**src/rtl/reg_file.sv**
```systemverilog
// reg_file: 32x32 register file, two combinational read ports, one write port, async reset.
// Optional same-cycle write-to-read forwarding when REG_FILE_BYPASS_EN is defined.
module reg_file #(
  parameter logic [31:0] SP_INIT = 32'd128,
  parameter logic [4:0]  SP_IDX  = 5'd29
) (
  input  logic        clk_i,
  input  logic        rst_i,
  input  logic [4:0]  rs_addr_i,
  input  logic [4:0]  rt_addr_i,
  input  logic [4:0]  rd_addr_i,
  input  logic [31:0] rd_data_i,
  input  logic        reg_write_i,
  output logic [31:0] rs_data_o,
  output logic [31:0] rt_data_o
);
  logic [31:0] regs [32];
  logic        byp_rs, byp_rt;
  always_ff @(posedge clk_i or posedge rst_i)
    if (rst_i)
      for (int i = 0; i < 32; i++) regs[i] <= (5'(i) == SP_IDX && i != 0) ? SP_INIT : '0;
    else if (reg_write_i && rd_addr_i != 5'd0)
      regs[rd_addr_i] <= rd_data_i;
`ifdef REG_FILE_BYPASS_EN
  assign byp_rs = reg_write_i && !rst_i && rd_addr_i == rs_addr_i;
  assign byp_rt = reg_write_i && !rst_i && rd_addr_i == rt_addr_i;
`else
  assign byp_rs = 1'b0;
  assign byp_rt = 1'b0;
`endif
  // Address 0 is forced to zero here, which also excludes it from forwarding.
  assign rs_data_o = rs_addr_i == 5'd0 ? '0 : byp_rs ? rd_data_i : regs[rs_addr_i];
  assign rt_data_o = rt_addr_i == 5'd0 ? '0 : byp_rt ? rd_data_i : regs[rt_addr_i];
endmodule

```
**config.mk**
```make
export PLATFORM = sky130hd
export DESIGN_NAME = reg_file
export DESIGN_NICKNAME = d
export VERILOG_FILES = /design/src/rtl/reg_file.sv
export SDC_FILE = /design/constraint.sdc
export NUM_CORES = 2
export LEC_CHECK = 0
export ABC_CLOCK_PERIOD_IN_PS = 73200
export CAP_MARGIN = 20
export CORE_MARGIN = 5
export CORE_UTILIZATION = 45
export DETAILED_ROUTE_END_ITERATION = 6
export PLACE_DENSITY_LB_ADDON = 0.1
export SYNTH_ARGS = -nofsm -noshare
export SYNTH_HDL_FRONTEND = slang
export SYNTH_SLANG_ARGS = --single-unit
```
**constraint.sdc**
```tcl
create_clock -name clk_i -period 73.2 [get_ports clk_i]
set_input_delay 14.64 -clock clk_i [delete_from_list [all_inputs] [get_ports clk_i]]
set_output_delay 14.64 -clock clk_i [all_outputs]
set_load 0.02 [all_outputs]
```
Word level (Yosys, flattened, before mapping) --
Cells that the tools add are included.
Word-level totals: register bits 1024, word-level logic and storage cells 55
Cells by class: order comparisons 4, mux-type cells 11, bitwise gates (word level) 3, reduce and logical (&&, ||, !) cells 5
Operators with widths (number):
- $bwmux 1024 | 1
- $bmux 32 s5 | 2
- $mux 32 | 7
- $demux 32 s5 | 1
- $ge 6x6->1 const B | 3
- $not 5->6 | 3
- $logic_not 5->1 | 2
- $lt 6x1->1 const B | 1
- $reduce_bool 5->1 | 1
- $logic_and 1x1->1 | 2

Longest topological paths before layout --
depth after elaboration 6, depth in mapped cells 7

Least setup slack after synthesis --
OpenSTA, ideal clock, no wires.
path type in2out, from in rt_addr_i[0], to out rt_data_o[11], arrival 16.209 ns, data required time 58.560 ns, path slack 42.351 ns, stages 7, cell sequence buf_4 -> inv_2 -> buf_4 -> buf_4 -> clkbuf_1 -> o2111ai_1 -> a311oi_1
Between the ends: cells in the longest elaborated chain, start to end 5, elaborated cells on any way between the ends 6, those cells by class mux (4); bitwise (1); reduce/logical (1)
Ends and longest elaborated chain:
- start, declared | line 10 | input logic [4:0] rt_addr_i,
- $not 5->6 (not written as such) | line 33 | assign rt_data_o = rt_addr_i == 5'd0 ? '0 : byp_rt ? rd_data_i : regs[rt_addr_i];
- $bmux 32 s5 | line 33
- $mux 32 (not written as such) (2 in series) | line 33
- $mux 32 (*) | line 33
- end, declared | line 15 | output logic [31:0] rt_data_o
Every way passes the cells marked *; elsewhere a longest branch is shown, timed or not. The select of a mux whose other input is x is not followed.

Worst setup path in the final report --
from in rs_addr_i[1], to out rs_data_o[18]
Between the ends: cells in the longest elaborated chain, start to end 5, elaborated cells on any way between the ends 6, those cells by class mux (4); bitwise (1); reduce/logical (1)
Ends and longest elaborated chain:
- start, declared | line 9 | input logic [4:0] rs_addr_i,
- $not 5->6 (not written as such) | line 32 | assign rs_data_o = rs_addr_i == 5'd0 ? '0 : byp_rs ? rd_data_i : regs[rs_addr_i];
- $bmux 32 s5 | line 32
- $mux 32 (not written as such) (2 in series) | line 32
- $mux 32 (*) | line 32
- end, declared | line 14 | output logic [31:0] rs_data_o,
Marks and branches as above.

==> results.ini <==
[status]
status=completed

[sta]
post-route-period-util_pct=46.3
fin_crit_ns=33.89
finalSetupTns_ns=0
whs_ns=0.393
max_freq_mhz=29.5
finalSetupViolations=0
relSlewSlack_pct=22.1
rsz0062_at_grt=false
finalHoldViolCount=0
clock_skew_ns=0
maxSlewViolCount=0
worstMarginPinSlew_ns=1.17

[clock_network]
cts_root_buf=clkbuf_16
ctsHoldBuffers=0
numCtsBuffers=116
cts.path.max_buffers=3
clk_latency_ns=0.74
tritoncts=done
cts_htree_levels=3
cts_setup_buffers=0
post_cts_resized=0
clkTransAtPathRegs_ns=0.06
cts.sinks=1024

[power_and_ir_drop]
clkPwrFrac_pct=35.4
ir_drop_mv=0.0193
switchingPower_w=0.000466
p_int_w=0.00123
p_leak_nw=25.7
power_density_nw_per_um2=28.0
p_sw_share_pct=27.5
seqPwrFrac_pct=44.5
combPwrFrac_pct=20.1

[drt]
ant_nets=0
vias=34900
firstDrtPassIters=5
post_drt_via_cell_ratio=6.67
drt_iter0_drc=3064
route.detailed.drc=0
wl_per_cell_um=35.7
wirelength_um=187000

[die]
die_w_um=359
core_um2=121000
std_cell_rows=128
die_y_um=359
num_io_pins=114
dieArea_um2=129000
start_util_pct=45.1

[logic_synthesis]
seq_area_frac_synth_pct=46.8
synth_nets=3664
ys_warn_count=0
synth_edf_count=0
synth_cell_types=41
syn_area_um2=54700
ys_ff_latch=1024
synth_cells=3614
async_flop_share_pct=100
synthFlopType=dfrtp_1
syn_area_per_cell_um2=15.1
synth_area_leaders=dfrtp_1 47%, mux2_2 21%, mux4_2 18%
synth_top_area_cell=dfrtp_1
synth.top_cell.area_share_pct=46.8

[layout]
layout_top_registers=regs (1024)
fill_cells=10300
largest_register_ffs=1024
nNetsFinal=3558
syn_to_final_growth_pct=10.5
ff_latch_area_um2=25600
largest_register=regs
drive_above_1_share_pct=49.8
multi_input_area_um2=27000

[worst_setup_path]
cp_num_buf_inv=4
cp-start-kind=input pin
critPathSlowestCell=a311oi_1
crit_type=input pin to output pin
crit_path_cell_trace=buf_8 -> buf_4 -> buf_4 -> mux4_2 -> nor2b_1 -> a211oi_1 -> a311oi_1 -> clkdlybuf4s50_1
path_max_fanout=71
crit_path_max_incr_delay_ns=0.88
cp_top_family=buffers and inverters
r2r_slack_ns=72.37
arrival_ns=19.25
path_common_cell=buf_4
setup.worst_path.end_class=output pin
worstPathRequired_ns=58.56

[job]
cap_viol_max_count=0

[place]
numPortBuffers=113
gp_congestion=0.799
hpwlAfterDp_um=103000

[global_routing]
grt_pass1_vias=38000
grt-ovfl-total=0
antenna_found_initial=6
track_usage_pct=29.3
grt_max_degree=169
grt_pass1_wl_um=273000

[worst_hold_path]
hold_class=register to register

## layout by cell type, fill, tap and decap left out, types with 39 or more instances in the layout
| cell | Yosys | routed |
|---|---|---|
| dfrtp_1 | 1023 | 1023 |
| mux2_2 | 1012 | 1012 |
| mux4_2 | 448 | 448 |
| mux2i_1 | 128 | 128 |
| clkbuf_16 | 0 | 120 |
| clkdlybuf4s50_1 | 0 | 103 |
| o21ai_1 | 88 | 88 |
| buf_4 | 72 | 75 |
| a22oi_1 | 64 | 64 |
| nor2b_1 | 66 | 64 |
| a211oi_1 | 64 | 64 |
| a311oi_1 | 64 | 64 |
| a221oi_1 | 45 | 45 |
| mux2_1 | 44 | 44 |
| nand2_1 | 54 | 39 |
## through the flow
step                      instances  worst slack, ns  cell area, µm²  total power, W  utilization (%)
after floorplan                3614            29.75           54700         0.00100                -
after global placement         5007            39.17           56500         0.00108             46.5
after detailed placement       5007            39.18           56500         0.00110             46.5
after CTS                      5216            39.18           60400         0.00170             49.7
after global routing           5224            39.02           60500         0.00177             49.8
final                          5225            39.31           60500         0.00170             49.8
## worst paths after layout
kind | start | endpoint | cells past startpoint
max in group asynchronous | rst_i | regs[278]$_DFFE_PP0P_ | 6
worst max-delay path | rs_addr_i[1] | rs_data_o[18] | 8
worst max register to register | regs[63]$_DFFE_PP0P_ | regs[63]$_DFFE_PP0P_ | 1
worst min-delay path | regs[1022]$_DFFE_PP0P_ | regs[1022]$_DFFE_PP0P_ | 0
min in group asynchronous | rst_i | regs[602]$_DFFE_PP0P_ | 2
worst min register to register | regs[1022]$_DFFE_PP0P_ | regs[1022]$_DFFE_PP0P_ | 0
## power groups by stage
stage,Sequential (W),Clock [W],Combinational [W]
floorplan,0.000735,0,0.000266
global placement,0.000747,0,0.000330
detailed placement,0.000761,0,0.000341
CTS,0.000751,0.000611,0.000342
global route,0.000767,0.000634,0.000365
finish,0.000755,0.000601,0.000341
## cells in the mapped netlist, types with 4 or more instances
| master | instances |
|---|---|
| nor2_2 | 12 |
| mux2_1 | 44 |
| nand2_1 | 54 |
| nor2_1 | 11 |
| buf_1 | 4 |
| a221oi_1 | 45 |
| nor3b_1 | 4 |
| buf_2 | 138 |
| mux4_2 | 448 |
| clkbuf_1 | 173 |
| nand3b_1 | 4 |
| a311oi_1 | 64 |
| dfrtp_1 | 1023 |
| buf_6 | 31 |
| o21ai_1 | 88 |
| o2111ai_1 | 19 |
| mux2i_1 | 128 |
| a211oi_1 | 64 |
| a22oi_1 | 64 |
| nor2b_1 | 66 |
| mux2_2 | 1012 |
| o21ai_0 | 21 |
| buf_4 | 72 |
## layout make-up
type                    count  area share (%)
multi-input cells        2165            44.7
repair buffers            198            3.11
clock inverters            40           0.815
flip-flops and latches   1024            42.3
well taps                1625            3.36
clock buffers             169            5.64
diodes                      1         0.00414
inverters                   3          0.0393
## routing by layer
metal,GRT usage (%),share of wire (%),up-vias
met3,4.10,5.8,394
met5,0,0.0070,-
met4,11.4,4.2,2
li1,-,-,13800
met1,39.7,41,19300
met2,48.3,49,1396
## kinds of logic after synthesis
group / synth area share, %
mux: 42.5
buf+inv: 4.21
compound gates: 4.80
flops: 46.8
simple gates: 1.68
(Power assumes the default switching activity.)
